**config.mk**
```make
export PLATFORM = sky130hd
export DESIGN_NAME = disp_scan_ctrl
export DESIGN_NICKNAME = d
export VERILOG_FILES = /design/src/rtl/disp_scan_ctrl_pkg.sv /design/src/rtl/leddisplay.sv /design/src/rtl/disp_scan_ctrl.sv
export SDC_FILE = /design/constraint.sdc
export NUM_CORES = 1
export LEC_CHECK = 0
export BUFFER_PORTS_ARGS = -buffer_cell sky130_fd_sc_hd__buf_2
export CORE_AREA = 3 3 121 88
export CTS_BUF_LIST = sky130_fd_sc_hd__clkbuf_4
export DETAILED_ROUTE_END_ITERATION = 8
export DIE_AREA = 0 0 124 91
export GPL_ROUTABILITY_DRIVEN = 0
export PLACE_DENSITY_LB_ADDON = 0.1
export RECOVER_POWER = 100
export SLEW_MARGIN = 20
export SYNTH_ARGS = -nofsm -noshare
export SYNTH_HDL_FRONTEND = slang
export SYNTH_SLANG_ARGS = --single-unit
```
**constraint.sdc**
```tcl
create_clock -name clk -period 5.5 [get_ports clk]
set_clock_uncertainty 0.15 [all_clocks]
set_input_delay 1.1 -clock clk [delete_from_list [all_inputs] [get_ports clk]]
set_output_delay 1.1 -clock clk [all_outputs]
set_load 0.02 [all_outputs]
```
**src/rtl/disp_scan_ctrl_pkg.sv**
```systemverilog
// Shared types and constants for the 4-digit multiplexed display controller.
package disp_scan_ctrl_pkg;

  typedef enum logic [1:0] {
    IDLE   = 2'd0,
    CONV   = 2'd1,
    COMMIT = 2'd2
  } state_t;

  localparam logic [5:0] DIGIT_E    = 6'd10;
  localparam logic [3:0] AN_OFF     = 4'b1111;
  localparam logic [6:0] SEG_OFF    = 7'b1111111;
  localparam int         CONV_STEPS = 14;
  localparam int         MAX_DEC    = 9999;

  // Double-dabble correction applied to one BCD nibble before each shift.
  function automatic logic [3:0] add3(input logic [3:0] nib);
    return (nib >= 4'd5) ? nib + 4'd3 : nib;
  endfunction

endpackage

```
**src/rtl/leddisplay.sv**
```systemverilog
// Seven-segment decoder: 6-bit digit code to active-low segments {g,f,e,d,c,b,a}.
module leddisplay (
  input  logic [5:0] code,
  output logic [6:0] seg
);

  always_comb begin
    seg = 7'b1111111;
    case (code)
      6'd0:    seg = 7'b1000000;
      6'd1:    seg = 7'b1111001;
      6'd2:    seg = 7'b0100100;
      6'd3:    seg = 7'b0110000;
      6'd4:    seg = 7'b0011001;
      6'd5:    seg = 7'b0010010;
      6'd6:    seg = 7'b0000010;
      6'd7:    seg = 7'b1111000;
      6'd8:    seg = 7'b0000000;
      6'd9:    seg = 7'b0010000;
      6'd10:   seg = 7'b0000110;
      default: seg = 7'b1111111;
    endcase
  end

endmodule

```
**src/rtl/disp_scan_ctrl.sv**
```systemverilog
// Binary-to-BCD load path plus free-running digit scanner with blanking and blink.
// The scanner never waits on the converter; digits change only on commit.
module disp_scan_ctrl
  import disp_scan_ctrl_pkg::*;
#(
  parameter int SCAN_DIV     = 50000,
  parameter int BLINK_FRAMES = 64
) (
  input  logic        clk,
  input  logic        rst_n,
  input  logic        load,
  input  logic [13:0] value,
  input  logic        blink_en,
  output logic        busy,
  output logic        done,
  output logic [3:0]  an,
  output logic [6:0]  seg
);

  localparam logic [19:0] PRESC_LAST = 20'(SCAN_DIV - 1);
  localparam logic [7:0]  FRAME_LAST = 8'(BLINK_FRAMES - 1);
  localparam logic [3:0]  STEP_LAST  = 4'(CONV_STEPS - 1);

  state_t           state_reg, state_next;
  logic             capture, shift_en, commit;

  logic [13:0]      bin_reg;
  logic [15:0]      bcd_reg;
  logic [15:0]      bcd_adj;
  logic [3:0]       step_reg;
  logic             over_reg;
  logic [3:0][3:0]  digit_reg;
  logic [3:0]       blank;

  logic [19:0]      presc_reg;
  logic             scan_tick;
  logic             frame_end;
  logic [1:0]       idx_reg;
  logic [7:0]       frame_reg;
  logic             phase_reg;
  logic [3:0]       an_reg;
  logic [6:0]       seg_reg;
  logic [5:0]       dec_code;
  logic [6:0]       dec_seg;

  // ---------------- conversion FSM ----------------
  always_ff @(posedge clk) begin
    if (!rst_n) begin
      state_reg <= IDLE;
    end else begin
      state_reg <= state_next;
    end
  end

  always_comb begin
    state_next = state_reg;
    busy       = 1'b0;
    done       = 1'b0;
    capture    = 1'b0;
    shift_en   = 1'b0;
    commit     = 1'b0;
    case (state_reg)
      IDLE: begin
        if (load) begin
          capture    = 1'b1;
          state_next = CONV;
        end
      end
      CONV: begin
        busy     = 1'b1;
        shift_en = 1'b1;
        if (step_reg == STEP_LAST) begin
          state_next = COMMIT;
        end
      end
      COMMIT: begin
        busy       = 1'b1;
        done       = 1'b1;
        commit     = 1'b1;
        state_next = IDLE;
      end
      default: begin
        state_next = IDLE;
      end
    endcase
  end

  // ---------------- double-dabble datapath ----------------
  for (genvar gi = 0; gi < 4; gi++) begin : g_adj
    assign bcd_adj[gi*4 +: 4] = add3(bcd_reg[gi*4 +: 4]);
  end

  always_ff @(posedge clk) begin
    if (!rst_n) begin
      bin_reg  <= '0;
      bcd_reg  <= '0;
      step_reg <= '0;
      over_reg <= 1'b0;
    end else if (capture) begin
      bin_reg  <= value;
      bcd_reg  <= '0;
      step_reg <= '0;
      over_reg <= (32'(value) > MAX_DEC);
    end else if (shift_en) begin
      bcd_reg  <= {bcd_adj[14:0], bin_reg[13]};
      bin_reg  <= {bin_reg[12:0], 1'b0};
      step_reg <= step_reg + 4'd1;
    end
  end

  // Out-of-range values show "E" everywhere; E is nonzero so nothing blanks.
  for (genvar gi = 0; gi < 4; gi++) begin : g_digit
    always_ff @(posedge clk) begin
      if (!rst_n) begin
        digit_reg[gi] <= 4'd0;
      end else if (commit) begin
        digit_reg[gi] <= over_reg ? DIGIT_E[3:0] : bcd_reg[gi*4 +: 4];
      end
    end
  end

  // A digit blanks when it and everything to its left is zero.
  assign blank[0] = 1'b0;
  for (genvar gi = 1; gi < 4; gi++) begin : g_blank
    assign blank[gi] = (digit_reg[3:gi] == '0);
  end

  // ---------------- scan prescaler and digit index ----------------
  assign scan_tick = (presc_reg == PRESC_LAST);
  assign frame_end = scan_tick && (idx_reg == 2'd3);

  always_ff @(posedge clk) begin
    if (!rst_n) begin
      presc_reg <= '0;
    end else if (scan_tick) begin
      presc_reg <= '0;
    end else begin
      presc_reg <= presc_reg + 20'd1;
    end
  end

  assign dec_code = {2'b00, digit_reg[idx_reg]};

  leddisplay u_dec (
    .code (dec_code),
    .seg  (dec_seg)
  );

  // idx_reg names the slot shown at the next tick, so reset shows digit 0 first.
  always_ff @(posedge clk) begin
    if (!rst_n) begin
      idx_reg <= 2'd0;
      an_reg  <= AN_OFF;
      seg_reg <= SEG_OFF;
    end else if (scan_tick) begin
      idx_reg <= idx_reg + 2'd1;
      seg_reg <= dec_seg;
      an_reg  <= (blank[idx_reg] || !phase_reg) ? AN_OFF : ~(4'b0001 << idx_reg);
    end
  end

  // ---------------- blink phase ----------------
  always_ff @(posedge clk) begin
    if (!rst_n) begin
      frame_reg <= '0;
      phase_reg <= 1'b1;
    end else if (!blink_en) begin
      frame_reg <= '0;
      phase_reg <= 1'b1;
    end else if (frame_end) begin
      if (frame_reg == FRAME_LAST) begin
        frame_reg <= '0;
        phase_reg <= ~phase_reg;
      end else begin
        frame_reg <= frame_reg + 8'd1;
      end
    end
  end

  assign an  = an_reg;
  assign seg = seg_reg;

endmodule

```
# [Word level (Yosys, flattened, before mapping)]
# Memory sizes are Yosys's and may differ from the RTL's. A register that Yosys moved wholly into a read port is not among the register bits.
# Index checks and enable logic that the tools add are counted.
[totals] mem_count=1 reg_bits=88 romBits=112
[classes] magnitude_cmp=6 bitwise_logic=3 reduce_logical=15 n_eq_ne=8 n_addsub=8 muxes=24 shifts=1
[memory_table] name="(name not given)" words=16 word_bits=7 rd=1 rd_clocked_by_memory_dff=1 wr=0 line_no="leddisplay.sv:9" text="case (code)"
[ops] operator="2-to-1 mux 4 bit" n=9
[ops] operator="2-to-1 mux 14 bit" n=2
[ops] operator="adder 20 x 1 -> 20 bit (second input constant)" n=1
[ops] operator="== test 20 x 16 -> 1 bit (second input constant)" n=1
[ops] operator="greater-or-equal comparator 4 x 3 -> 1 bit (second input constant)" n=4
[ops] operator="> comparator 14 bit (second input constant)" n=1
[ops] operator="adder 4 x 2 -> 4 bit (second input constant)" n=3
[ops] operator="logical NOT 12 bit" n=1
[ops] operator="adder 8 x 1 -> 8 bit (second input constant)" n=1
[ops] operator="binary-select mux 4 bit (select 2 bit)" n=1
[ops] operator="== test 8 x 6 -> 1 bit (second input constant)" n=1
[ops] operator="logical NOT 8 bit" n=1
[ops] operator="2-to-1 mux 8 bit" n=1
[ops] operator="2-to-1 mux 1 bit" n=6
[ops] operator="AND reduction 2 bit" n=3
[ops] operator="OR reduction 2 bit" n=3
[ops] operator="adder 4 x 1 -> 4 bit (second input constant)" n=1
[ops] operator="== test 2 bit (second input constant)" n=2
[ops] operator="== test 4 bit (second input constant)" n=1
[ops] operator="logical NOT 4 bit" n=1
[ops] operator="2-to-1 mux 2 bit" n=2
[ops] operator="!= test 2 bit (second input constant)" n=2
[ops] operator="inverter 4 bit" n=1
[ops] operator="case mux 2 bit (2 select lines)" n=1
[ops] operator="13 further kinds" n=15

# [Logic depth before layout (Yosys ltp)]
[depth] ltp_word=5 ltp_mapped=9 ltp_nobuf=8

# [Hierarchy]
# Synthesis repeated with hierarchy kept, for this count alone.
[hier_totals] hier_cells=530 area_unflattened_um2=4698.3
[modules_own_cells] mod="disp_scan_ctrl" area_per_inst_um2=4466.8 seq_area_each_um2=1901.8 cells_each=497 instances=1
[modules_own_cells] mod="leddisplay" area_per_inst_um2=231.5 seq_area_each_um2=0.0 cells_each=33 instances=1

# [Worst setup path after synthesis]
# Ideal clock, no wire load.
[synth_timing] path_type="in2reg" from="in rst_n" to="reg frame_reg[3]" t_arrival_ps=1985 setup_slack_ps=3264 stages=5 n_path_buf=3 cell_sequence="clkbuf_1 clkbuf_1 clkbuf_1 o2111ai_1 o41ai_1"
[synth_between] elab_chain_len=1
[synth_rtl] element="start, declared" line_no="disp_scan_ctrl.sv:10" text="input logic rst_n,"
[synth_rtl] element="AND reduction 2 bit (no line)"
[synth_rtl] element="end signal, assigned" line_no="disp_scan_ctrl.sv:175" text="frame_reg <= frame_reg + 8'd1;"
[synth_rtl] element="end, declared" line_no="disp_scan_ctrl.sv:39" text="logic [7:0] frame_reg;"
# No other way between the ends.
# A chain may end at the register's enable or synchronous reset.

# [Worst setup path after layout]
# Same ends and word-level chain as after synthesis.

==> results.sh <==
export IMPL_critPathSlowestCell="sky130_fd_sc_hd__clkbuf_1"
export IMPL_fin_cells=670
export IMPL_syn_inst=522
export IMPL_fin_crit_ns=3.65
export IMPL_num_antenna_cells=0
export IMPL_floorplan_die_width_um=124
export IMPL_clock_root_buffer="sky130_fd_sc_hd__clkbuf_4"
export IMPL_syn_mean_instance_area_um2=9.09
export IMPL_timing_critical_path_buf_inv=2
export IMPL_pwr_share_clk=0.279
export IMPL_synth_cell_type_count=59
export IMPL_core_area_mm2=0.00961
export IMPL_finish_net_count=581
export IMPL_cell_internal_pwr_mw=0.865
export IMPL_syn_to_final_growth_pct=5.56
export IMPL_startpoint="rst_n"
export IMPL_timing_rr_start="state_reg[0]"
export IMPL_power_frac_seq=0.620
export IMPL_antenna_found_initial=0
export IMPL_setup_repair_after_global_routing_missed_its_margin="no"
export IMPL_path_cells="clkbuf_1, clkbuf_1, nand2_1, o41ai_1"
export IMPL_initial_core_util=0.494
export IMPL_cts_reportedPaths_clkPinSlew_ns=0.13
export IMPL_cp_common_cell="sky130_fd_sc_hd__clkbuf_1"
export IMPL_global_route_usage_total=0.174
export IMPL_slowest_delay_ns=1.05
export IMPL_slew_limit_headroom=0.00950
export IMPL_cpLargestDelayFamily="buffers and inverters"
export IMPL_timing_critical_path_from_type="input port"
export IMPL_largest_register_ffs=20
export IMPL_antenna_violating_nets_post_route=0
export IMPL_clock_path_buffers=2
export IMPL_dp_hpwl_um=6400
export IMPL_ys_warnings_count=0
export IMPL_crit_type="input port to flop"
export IMPL_cts_hold_repair_buffers=0
export IMPL_wl_per_cell_um=13.7
export IMPL_io_buffer_count=30
export IMPL_critical_path_peak_fanout=38
export IMPL_ctsHtreeMaxLevel=3
export IMPL_worst_hold_path_num_cells=2
export IMPL_cellLeakagePower_nw=1.93
export IMPL_clock_fmax_mhz=274
export IMPL_setup_tns_final_ns=0
export IMPL_netSwitchingFraction=0.253
export IMPL_final_cell_mix="95 x sky130_fd_sc_hd__dfxtp_1, 47 x sky130_fd_sc_hd__nor2_1, 47 x sky130_fd_sc_hd__nand2_1"
export IMPL_synth_ff_latch_count=95
export IMPL_synth_fp_nets=565
export IMPL_clk_insertion_delay_late_ns=0.44
export IMPL_gr_total_overflow=0
export IMPL_hold_viol=0
export IMPL_most_frequent_standard_cell_in_the_layout_excluding_fill_and_tap_cells="sky130_fd_sc_hd__dfxtp_1"
export IMPL_timing_critical_path_to_type="flop"
export IMPL_mappedNetlistArea_mm2=0.00474
export IMPL_share_of_cells_above_drive_strength_1=0.0959
export IMPL_dr_total_vias=3599
export IMPL_die_area_mm2=0.0113
export IMPL_postCtsSetupRepairBufs=0
export IMPL_pwr_share_comb=0.101
export IMPL_synth_edff_count=0
export IMPL_floorplan_die_height_um=91
export IMPL_async_flop_share=0
export IMPL_crit_arrival_ns=3.84
export IMPL_place_inst=655
export IMPL_first_pass_grt_wire_length_um=16000
export IMPL_max_cap_viol_count=0
export IMPL_drt_vias_per_instance=5.37
export IMPL_status="complete, no violations"
export IMPL_post_cts_resized=0
export IMPL_setup_violations=0
export IMPL_clkSinkCount=95
export IMPL_hp_class="flop to flop"
export IMPL_power_density_mw_per_mm2=231
export IMPL_first_pass_iters=4
export IMPL_timing_critical_path_required_ns=5.69
export IMPL_top_level_ports=31
export IMPL_worstMarginPinSlew_ns=1.49
export IMPL_holdCritStartpoint="bcd_reg[15]"
export IMPL_synth_main_ff_cell="sky130_fd_sc_hd__dfxtp_1"
export IMPL_post_route_period_util=0.664
export IMPL_core_rowCount=30
export IMPL_worstSetupPathDepth=4
export IMPL_reg2reg_depth=5
export IMPL_irDropWorstVdd_uv=143
export IMPL_drt_iter0_markers=212
export IMPL_power_net_switching_mw=0.293
export IMPL_grt_max_degree=48
export IMPL_layout_filler_cells=936
export IMPL_final_report_max_slew_violation_count=0
export IMPL_cts_tree="built"
export IMPL_number_of_global_route_vias_before_repair=3357
export IMPL_seq_area_frac_synth=0.401
export IMPL_cts_buffers_inserted=9
export IMPL_route_detailed_drc=0
export IMPL_wirelength_um=9160
power groups by stage:
stage / clock network (mW) / logic (mW) / registers, mW
after floorplan: 0 / 0.0955 / 0.730
after global routing: 0.362 / 0.134 / 0.721
final: 0.324 / 0.117 / 0.718
after global placement: 0 / 0.115 / 0.733
after CTS: 0.340 / 0.119 / 0.718
after detailed placement: 0 / 0.117 / 0.733
synth_stat cells, drive strengths merged (4+ instances only):
| cell | n | area, µm² |
|---|---|---|
| a21o | 4 | 30.0 |
| a21oi | 28 | 140 |
| a22oi | 5 | 37.5 |
| a41oi | 5 | 43.8 |
| and2 | 7 | 43.8 |
| and3 | 9 | 57.6 |
| buf | 10 | 81.3 |
| clkbuf | 16 | 60.1 |
| dfxtp | 95 | 1900 |
| ha | 25 | 313 |
| inv | 18 | 67.6 |
| mux2i | 27 | 270 |
| nand2 | 47 | 176 |
| nand2b | 12 | 75.1 |
| nand3 | 24 | 138 |
| nand4 | 6 | 37.5 |
| nor2 | 49 | 189 |
| nor2b | 16 | 100 |
| nor3 | 7 | 35.0 |
| nor3b | 5 | 37.5 |
| nor4 | 4 | 31.3 |
| o211a | 14 | 140 |
| o211ai | 5 | 37.5 |
| o21ai | 17 | 85.1 |
| o221a | 4 | 45.0 |
| xnor2 | 17 | 149 |
| xor2 | 12 | 105 |
layer usage:
metal / vias up / global-route usage / share of wire
li1: 1870 / - / -
met1: 1664 / 0.257 / 0.53
met2: 57 / 0.247 / 0.42
met3: 8 / 0.0455 / 0.040
met4: 0 / 0.0529 / 0.011
met5: - / 0 / 0
worst paths after layout:
check | endpoint | slack [ns]
setup reg to reg | step_reg[1] | 2.84
hold / removal | bcd_reg[15] | 0.34
setup / recovery | frame_reg[3] | 1.85
hold reg to reg | bcd_reg[15] | 0.34
cell families after synthesis:
group	synth area share
flops	0.401
buf+inv	0.0440
xor+xnor	0.0535
simple gates	0.214
compound gates	0.148
fa+ha+maj	0.0659
mux	0.0736
through the flow:
stage                     hold WS, ns  instance area [µm²]  worst slack, ns  power [mW]   util
final                           0.345                 5010             1.85        1.16  0.521
after global routing            0.361                 5010             1.54        1.22  0.521
after CTS                       0.343                 5030             2.34        1.18  0.523
after detailed placement        0.301                 4920             2.39       0.850  0.512
after global placement          0.299                 4920             2.42       0.848  0.512
after floorplan                 0.280                 4740             3.26       0.825      -
layout make-up:
cell class | instances | area (µm²) | share of cell area
clock buffer | 13 | 97.6 | 0.0195
clock inverter | 2 | 8.76 | 0.00175
sequential | 95 | 1900 | 0.380
tap | 128 | 160 | 0.0320
multi-input combinational | 383 | 2640 | 0.526
timing repair buffer | 31 | 136 | 0.0272
inverter | 18 | 67.6 | 0.0135
worst register-to-register path: cells and delay by family, from the launching register on:
| kind | cells | cell delay [ns] |
|---|---|---|
| buf+inv | 1 | 0.09 |
| fa+ha+maj | 1 | 0.25 |
| flops | 1 | 0.36 |
| compound gates | 1 | 0.41 |
| simple gates | 2 | 1.31 |
(Power assumes the default switching activity.)
